**src/rtl/updown_sweep_ctrl.sv**
```systemverilog
// updown_sweep_ctrl
// Sequencing controller with an integrated up/down count register.
// An accepted start captures lo/hi/n_sweeps. The count register is then
// loaded with lo and swept lo..hi..lo for n_sweeps sweeps, after which
// done pulses for one cycle.
//
// Optional feature macro: SWEEP_CONT_EN
//   When defined, n_sweeps==0 starts a continuous run. That run ends only
//   on stop or rst, and sweep_cnt wraps.
//
// Ports:
//   clk        system clock, rising edge
//   rst        asynchronous active-high reset
//   start      run request, sampled only while idle
//   stop       synchronous abort back to idle (no done)
//   pause      level, freezes the sweep while counting
//   lo, hi     sweep bounds, captured on an accepted start
//   n_sweeps   sweep count, captured on an accepted start
//   q          current count value
//   updown     1 while counting up
//   busy       1 while loading or counting
//   done       one-cycle pulse at the end of a finite run
//   err        one-cycle pulse after a rejected start
//   sweep_cnt  completed sweeps in the current run
module updown_sweep_ctrl #(
  parameter int WIDTH    = 3,
  parameter int SWEEPS_W = 4
) (
  input  logic                clk,
  input  logic                rst,
  input  logic                start,
  input  logic                stop,
  input  logic                pause,
  input  logic [WIDTH-1:0]    lo,
  input  logic [WIDTH-1:0]    hi,
  input  logic [SWEEPS_W-1:0] n_sweeps,
  output logic [WIDTH-1:0]    q,
  output logic                updown,
  output logic                busy,
  output logic                done,
  output logic                err,
  output logic [SWEEPS_W-1:0] sweep_cnt
);

  typedef enum logic [2:0] {
    S_IDLE = 3'd0,
    S_LOAD = 3'd1,
    S_UP   = 3'd2,
    S_DOWN = 3'd3,
    S_DONE = 3'd4
  } state_t;

  localparam logic [WIDTH-1:0]    ONE_W = WIDTH'(1);
  localparam logic [SWEEPS_W-1:0] ONE_S = SWEEPS_W'(1);
  localparam logic [SWEEPS_W-1:0] ZERO_S = '0;

  state_t              state_q, state_d;
  logic [WIDTH-1:0]    cnt_q, cnt_d;
  logic [WIDTH-1:0]    lo_q, lo_d;
  logic [WIDTH-1:0]    hi_q, hi_d;
  logic [SWEEPS_W-1:0] n_q, n_d;
  logic [SWEEPS_W-1:0] sc_q, sc_d;
  logic                updown_q, busy_q, done_q, err_q;
  logic                err_d;
  logic                start_ok;
  logic                last_sweep;
  logic [SWEEPS_W-1:0] sc_inc;

  assign sc_inc = sc_q + ONE_S;

`ifdef SWEEP_CONT_EN
  // A zero sweep count means a continuous run, so it never reaches a last sweep.
  assign start_ok   = (lo < hi);
  assign last_sweep = (n_q != ZERO_S) && (sc_inc == n_q);
`else
  assign start_ok   = (lo < hi) && (n_sweeps != ZERO_S);
  assign last_sweep = (sc_inc == n_q);
`endif

  // Next-state and datapath logic for the sweep sequencer.
  always_comb begin
    state_d = state_q;
    cnt_d   = cnt_q;
    lo_d    = lo_q;
    hi_d    = hi_q;
    n_d     = n_q;
    sc_d    = sc_q;
    err_d   = 1'b0;
    case (state_q)
      S_IDLE: begin
        if (start) begin
          if (start_ok) begin
            lo_d    = lo;
            hi_d    = hi;
            n_d     = n_sweeps;
            sc_d    = ZERO_S;
            state_d = S_LOAD;
          end else begin
            err_d = 1'b1;
          end
        end else begin
          state_d = S_IDLE;
        end
      end
      S_LOAD: begin
        if (stop) begin
          state_d = S_IDLE;
        end else begin
          cnt_d   = lo_q;
          state_d = S_UP;
        end
      end
      S_UP: begin
        if (stop) begin
          state_d = S_IDLE;
        end else if (pause) begin
          state_d = S_UP;
        end else if (cnt_q == hi_q) begin
          cnt_d   = cnt_q - ONE_W;
          state_d = S_DOWN;
        end else begin
          cnt_d = cnt_q + ONE_W;
        end
      end
      S_DOWN: begin
        if (stop) begin
          state_d = S_IDLE;
        end else if (pause) begin
          state_d = S_DOWN;
        end else if (cnt_q != lo_q) begin
          cnt_d = cnt_q - ONE_W;
        end else begin
          // lo reached: one sweep complete. Either finish at lo or turn upward.
          sc_d = sc_inc;
          if (last_sweep) begin
            state_d = S_DONE;
          end else begin
            cnt_d   = cnt_q + ONE_W;
            state_d = S_UP;
          end
        end
      end
      S_DONE: begin
        state_d = S_IDLE;
      end
      default: begin
        state_d = S_IDLE;
      end
    endcase
  end

  // State, captured configuration, and registered outputs.
  // Flags are derived from the next state so that they line up with it.
  always_ff @(posedge clk or posedge rst) begin
    if (rst) begin
      state_q  <= S_IDLE;
      cnt_q    <= '0;
      lo_q     <= '0;
      hi_q     <= '0;
      n_q      <= '0;
      sc_q     <= '0;
      updown_q <= 1'b0;
      busy_q   <= 1'b0;
      done_q   <= 1'b0;
      err_q    <= 1'b0;
    end else begin
      state_q  <= state_d;
      cnt_q    <= cnt_d;
      lo_q     <= lo_d;
      hi_q     <= hi_d;
      n_q      <= n_d;
      sc_q     <= sc_d;
      updown_q <= (state_d == S_UP);
      busy_q   <= (state_d == S_LOAD) || (state_d == S_UP) || (state_d == S_DOWN);
      done_q   <= (state_d == S_DONE);
      err_q    <= err_d;
    end
  end

  assign q         = cnt_q;
  assign updown    = updown_q;
  assign busy      = busy_q;
  assign done      = done_q;
  assign err       = err_q;
  assign sweep_cnt = sc_q;

endmodule
```
**config.mk**
```make
export PLATFORM = sky130hd
export DESIGN_NAME = updown_sweep_ctrl
export DESIGN_NICKNAME = d
export VERILOG_FILES = /design/src/rtl/updown_sweep_ctrl.sv
export SDC_FILE = /design/constraint.sdc
export NUM_CORES = 1
export LEC_CHECK = 0
export CAP_MARGIN = 40
export CORE_UTILIZATION = 32
export DETAILED_ROUTE_END_ITERATION = 6
export GPL_TIMING_DRIVEN = 0
export HOLD_SLACK_MARGIN = 0.02
export SLEW_MARGIN = 20
export SYNTH_ARGS = -nofsm -noshare
export SYNTH_HDL_FRONTEND = slang
export SYNTH_SLANG_ARGS = --single-unit
export TNS_END_PERCENT = 30
```
**constraint.sdc**
```tcl
create_clock -name clk -period 3 [get_ports clk]
set_input_delay 0.45 -clock clk [delete_from_list [all_inputs] [get_ports clk]]
set_output_delay 0.45 -clock clk [all_outputs]
set_load 0.01 [all_outputs]
```
== Yosys cells after proc, flatten, opt, wreduce, memory -nomap -nowiden ==
Index checks and enable logic that the tools add are counted.
Storage, ports and cells
  register bits: 24
  input port bits: 15
  output and inout bits: 11
Operators by class
  add/sub/neg operators: 3
  equal/unequal tests: 19
  mux-type cells: 29
  reductions and logical operators: 10
  order comparisons: 1
Operator list (count)
  3-bit two-way mux: 17
  4-bit two-way mux: 5
  2-bit inequality test, second input constant: 8
  3-bit by 2-bit == test with 1-bit output, second input constant: 4
  3-bit one-hot mux with 4 select lines: 1
  3-bit one-hot mux with 3 select lines: 1
  4-bit one-hot mux with 2 select lines: 1
  7-bit AND reduction: 1
  3-bit by 1-bit == test with 1-bit output, second input constant: 2
  6-bit AND reduction: 1
  4-bit by 1-bit adder with 4-bit output, second input constant: 1
  4-bit == test: 1
  4-bit nonzero test: 1
  3-bit by 1-bit adder with 3-bit output, second input constant: 1
  3-bit == test: 1
  3-bit == test, second input constant: 1
  3-bit logical NOT: 1
  3-bit < comparator: 1
  1-bit two-way mux: 3
  3-bit inequality test: 1
  3-bit inequality test, second input constant: 1
  3-bit AND reduction: 1
  3-bit nonzero test: 1
  3-bit by 1-bit subtractor with 3-bit output, second input constant: 1
  other kinds (4): 5

== Longest topological paths before layout ==
  depth after elaboration: 10
  depth in mapped cells: 6

== Worst setup path before layout ==
OpenSTA, ideal clock, no wires.
  path type: flip-flop to flip-flop
  start: register cnt_q[0] (netlist: q[0])
  end: register updown_q (netlist: updown)
  data required time: 2881 ps
  path buffers: 0
  setup slack: 966 ps
  data arrival time: 1915 ps
  cell stages (with the launch flop): 6
  cell sequence: dfrtp_1 -> xor2_1 -> or3_4 -> or4_4 -> o21a_1 -> and2_1
Between the ends
  longest elaborated chain between the ends: 6
  elaborated cells between the ends (all ways): 10
  classes of those cells: eq/ne (3); mux (7)
Ends and longest elaborated chain
  start, declared: RTL line 58  | logic [WIDTH-1:0] cnt_q, cnt_d;
  start signal, assigned: RTL line 168  | cnt_q <= cnt_d;
  3-bit inequality test / 3-bit == test (equally long branches): RTL line 130, 118
  3-bit two-way mux (on tied branches): RTL line 130, 118
  3-bit two-way mux (on tied branches): RTL line 128, 116
  3-bit two-way mux (on tied branches): RTL line 126, 114
  3-bit one-hot mux with 4 select lines (*): RTL line 89  | case (state_q)
  net state_d[1]: RTL line 57  | state_t state_q, state_d;
  3-bit by 2-bit == test with 1-bit output (*): RTL line 173  | updown_q <= (state_d == S_UP);
  end signal, assigned: RTL line 173
  end, declared: RTL line 63  | logic updown_q, busy_q, done_q, err_q;
Mark *: on every way through the listed nets, which the timed path passes. The rest lies on a longest branch.
A chain may end at the register's enable or synchronous reset.

== Final worst setup path ==
  start: input start
  end: register sc_q[0] (netlist: sweep_cnt[0])
Between the ends
  longest elaborated chain between the ends: 2
Ends and longest elaborated chain
  start, declared: RTL line 31  | input logic start,
  2-bit inequality test (no line)
  6-bit AND reduction (no line)
  end signal, assigned: RTL line 161  | sc_q <= '0;
  end signal, assigned: RTL line 172  | sc_q <= sc_d;
  end, declared: RTL line 62  | logic [SWEEPS_W-1:0] sc_q, sc_d;
No other way between the ends.

==> run summary <==
The flow ran to the end, and the final reports show no timing, DRC or antenna violations. The area growth from synthesis to layout is 27.8%. The delay contributed by the slowest stage of the critical path is 560 ps. The detailed-routing wirelength on met1 came out at 1480 um. Routed signal wires occupy layers up through met4.

The weighted congestion reported at the end of routability-driven placement came out at 0.837. The maximum number of pins on one net before global-route repair is 15. For this run the aggregate overflow at the end of global routing stands at 0. The relative slew slack is 0.579. The wire length per cell came out at 14.0 um. TritonCTS built the clock tree. Summed over all failing endpoints, the final setup total negative slack is 0 ps. Data on the critical path arrives at its endpoint at 2660 ps.

The clock reaches the later pin of the worst-skew pair after 270 ps. The cell area after layout came out at 1820 sq um. Setup repair after global routing left no endpoint under its margin.

For this run, the top clock speed supported by timing is 402 MHz. Buffers inserted to repair hold after CTS numbered 0. The via count of the first global-routing pass came out at 1056. The fraction of power spent switching nets is 0.342. The net switching power is 0.441 mW. For this run, the register share of the synthesized area comes to 0.422. In the final design database the tool counted 186 nets. Internal power comes to 0.850 mW. Summing all placed instances gives a cell area of 1750 sq um.

In this run the worst hold path is classified as reg2reg. The number of pins with negative max-slew slack in the final report came out at 0. The number of endpoints with negative hold slack in the final report came out at 0.

The total via count after detailed routing came out at 1114. The worst slack after detailed placement is 240 ps. In this run the vertical extent of the chip is 68.7 um. The detailed-router iteration count before antenna repair is 4.

The die is 68.7 um wide. The tightest hold path in the finished design has a slack of 513 ps. The routed design uses 1400 um of met2 wire. During I/O placement, the number of pins put on the boundary was 26. The portion of the clock cycle consumed by the worst path in the final layout is 0.830. The DRC violation count after routing is 0. The clock period could shrink to 2490 ps. In this run the power density over the cells is 710 nW/um^2.

The number of clock buffers added by TritonCTS is 3. The proportion of power drawn by flip-flops and latches is 0.385. The count of fill cells added during filler insertion is 413. The multi-input combinational cells in the finished layout cover a total of 782 sq um. CTS placed an instance of sky130_fd_sc_hd__clkbuf_8 at the clock tree root. The slew at the pin with the worst max-slew slack came out at 627 ps. Registers take 601 sq um. The worst setup path is launched from an input pin. The highest fanout seen on the critical path came out at 10.

The predominant post-synthesis flop cell is sky130_fd_sc_hd__dfrtp_1. The layout cell share with drive strength beyond 1 came out at 0.139. CTS saw 24 sinks. The relative contribution of the clock network to total power came out at 0.227. The initial antenna violation count is 0. Yosys printed 0 warnings. The area of the core is 4140 sq um. The share of flip-flops with an asynchronous set or reset after synthesis came out at 1.00. The number of buffers on the longest clock path came out at 2. The maximum vdd ir drop is 0.283 mV. Counting every instance in the synthesized netlist gives 135. In this run the number of H-tree levels came out at 1.

The floorplan step defined a die boundary enclosing 4720 sq um. Measured on the finished design, the core utilization comes to 0.439. The number of distinct standard cells referenced by the synthesized netlist came out at 44.

The count of input and output buffers came out at 25. The final critical-path setup slack came out at 511 ps. The worst clock skew is 7.21 ps.

Of the total power, combinational logic draws 0.388. Once the clock tree was built, the resizer swapped 0 gates to a different size. Using the TritonRoute via totals, the vias-per-cell ratio works out to 5.18. The clock-pin slew reported for the worst setup and hold paths after clock tree synthesis came out at 100 ps. The number of routed nets with antenna violations came out at 0. The mean instance size in the synthesized netlist came out at 10.5 sq um. On the critical path, the stage with the largest delay is an instance of sky130_fd_sc_hd__a21boi_2. Traced cell by cell, the critical path runs through clkdlybuf4s50_1 > nor4b_1 > nor3b_1 > a21boi_2 > nor3_1 > a311o_1. The flip-flop and latch count after synthesis is 24. Buffers added to address setup during post-CTS repair amount to 0. The number of setup violations in the final report is 0. Wires add up to 3010 um. The number of synthesized flops with an enable pin came out at 0. STA classifies the critical path endpoint as a register. The effective utilization at floorplan came out at 0.344. The floorplan has 23 rows.

By startpoint and endpoint, the worst setup path is classified as in2reg. The wire length on met3 is 92 um. The post-synthesis instance area came out at 1420 sq um.

Detailed placement ended at an HPWL of 2370 um. Data on the critical path is required at its endpoint by 3170 ps. The violation count after the first detailed-routing iteration came out at 27. The net count after synthesis is 155. For this run, the total global-route usage over all layers was measured as 0.141. The max-capacitance violation count came out at 0.

The wire length of the first global-routing pass is 4910 um. The leakage component of the power is 0.811 nW. The count of antenna diodes in the layout is 0.
==> cells in the final DEF (no fill, tap or decap), drive strengths merged, types with 2 or more instances in the layout <==
master          n
clkdlybuf4s50  25
dfrtp          24
mux2            8
inv             8
xor2            8
nand2           7
nor2            7
nor3            7
a21oi           5
ha              5
or4             5
nor4            4
xnor2           4
clkbuf          4
o21ai           3
nand3           3
and3            3
nand2b          2
and2            2
or3             2
o211ai          2
a211o           2
a311o           2
buf             2
==> cell usage after synthesis, drive strengths merged (2+ instances only) <==
cell / count / area (sq um)
o21ai: 3 / 15.0
xor2: 8 / 70.1
nand3: 3 / 15.0
and3: 3 / 18.8
a211o: 2 / 17.5
nor3: 7 / 35.0
nand2: 7 / 26.3
or3: 2 / 22.5
and2: 2 / 12.5
nor4: 4 / 25.0
nand2b: 2 / 12.5
mux2: 8 / 90.1
inv: 8 / 30.0
ha: 5 / 62.6
or4: 5 / 45.0
nor2: 7 / 26.3
a21oi: 5 / 25.0
xnor2: 4 / 35.0
a311o: 2 / 20.0
dfrtp: 24 / 601
o211ai: 2 / 15.0
==> per-layer routing <==
metal	vias up	GRT usage
li1	554	-
met3	4	0.0263
met4	0	0.0459
met1	530	0.189
met5	-	0
met2	26	0.227
==> cell type report <==
class,count,area share
Multi-Input combinational cell,101,0.430
Sequential cell,24,0.330
Timing Repair Buffer,26,0.144
Tap cell,50,0.0344
Clock buffer,3,0.0227
Clock inverter,1,0.0165
Inverter,8,0.0165
Buffer,2,0.00619
==> kinds of logic (layout without fill, tap and decap cells) <==
| logic type | after synthesis | after routing | synth area share |
|---|---|---|---|
| flip-flops | 24 | 24 | 0.422 |
| multiplexers | 9 | 9 | 0.0703 |
| AND/OR/NAND/NOR | 50 | 50 | 0.218 |
| XOR/XNOR | 13 | 13 | 0.0896 |
| buffers and inverters | 10 | 40 | 0.0290 |
| AO/OA/AOI/OAI | 24 | 24 | 0.127 |
| adder cells (fa/ha/maj) | 5 | 5 | 0.0439 |
==> registers in the layout, indices dropped and copies added (netlist names) <==
| signal | cells |
|---|---|
| busy | 1 |
| done | 1 |
| err | 1 |
| hi_q | 3 |
| lo_q | 3 |
| n_q | 4 |
| q | 3 |
| state_q | 3 |
| sweep_cnt | 4 |
| updown | 1 |
==> power groups by stage <==
stage	combinational (mW)	clock [mW]	sequential (mW)
floorplan	0.351	0	0.494
global placement	0.491	0	0.505
detailed placement	0.502	0	0.504
CTS	0.504	0.298	0.499
global route	0.559	0.310	0.512
finish	0.501	0.293	0.497
==> worst max-delay path: cells and delay by family <==
kind            cells  cell delay [ps]
compound gates      2              900
buf+inv             1              450
simple gates        3              860
==> worst paths after layout <==
check                                startpoint                  endpoint  slack (ps)  depth (start not counted)
max                                       start  sweep_cnt[0]$_DFFE_PP0P_         510                          6
max in group asynchronous                   rst      state_q[1]$_DFF_PP0_        1990                          3
max reg2reg                state_q[0]$_DFF_PP0_  sweep_cnt[0]$_DFFE_PP0P_         590                          6
min in group asynchronous                   rst        n_q[1]$_DFFE_PP0P_         520                          2
min reg2reg                 hi_q[2]$_DFFE_PP0P_       hi_q[2]$_DFFE_PP0P_         510                          2
min                         hi_q[2]$_DFFE_PP0P_       hi_q[2]$_DFFE_PP0P_         510                          2
==> per-stage QoR <==
stage	power, mW	cells
3_5_place_dp	1.01	211
5_1_grt	1.38	215
3_3_place_gp	0.996	210
2_1_floorplan	0.844	135
6_report	1.29	215
4_1_cts	1.30	215
No activity file was read; power rests on OpenSTA's default activity.
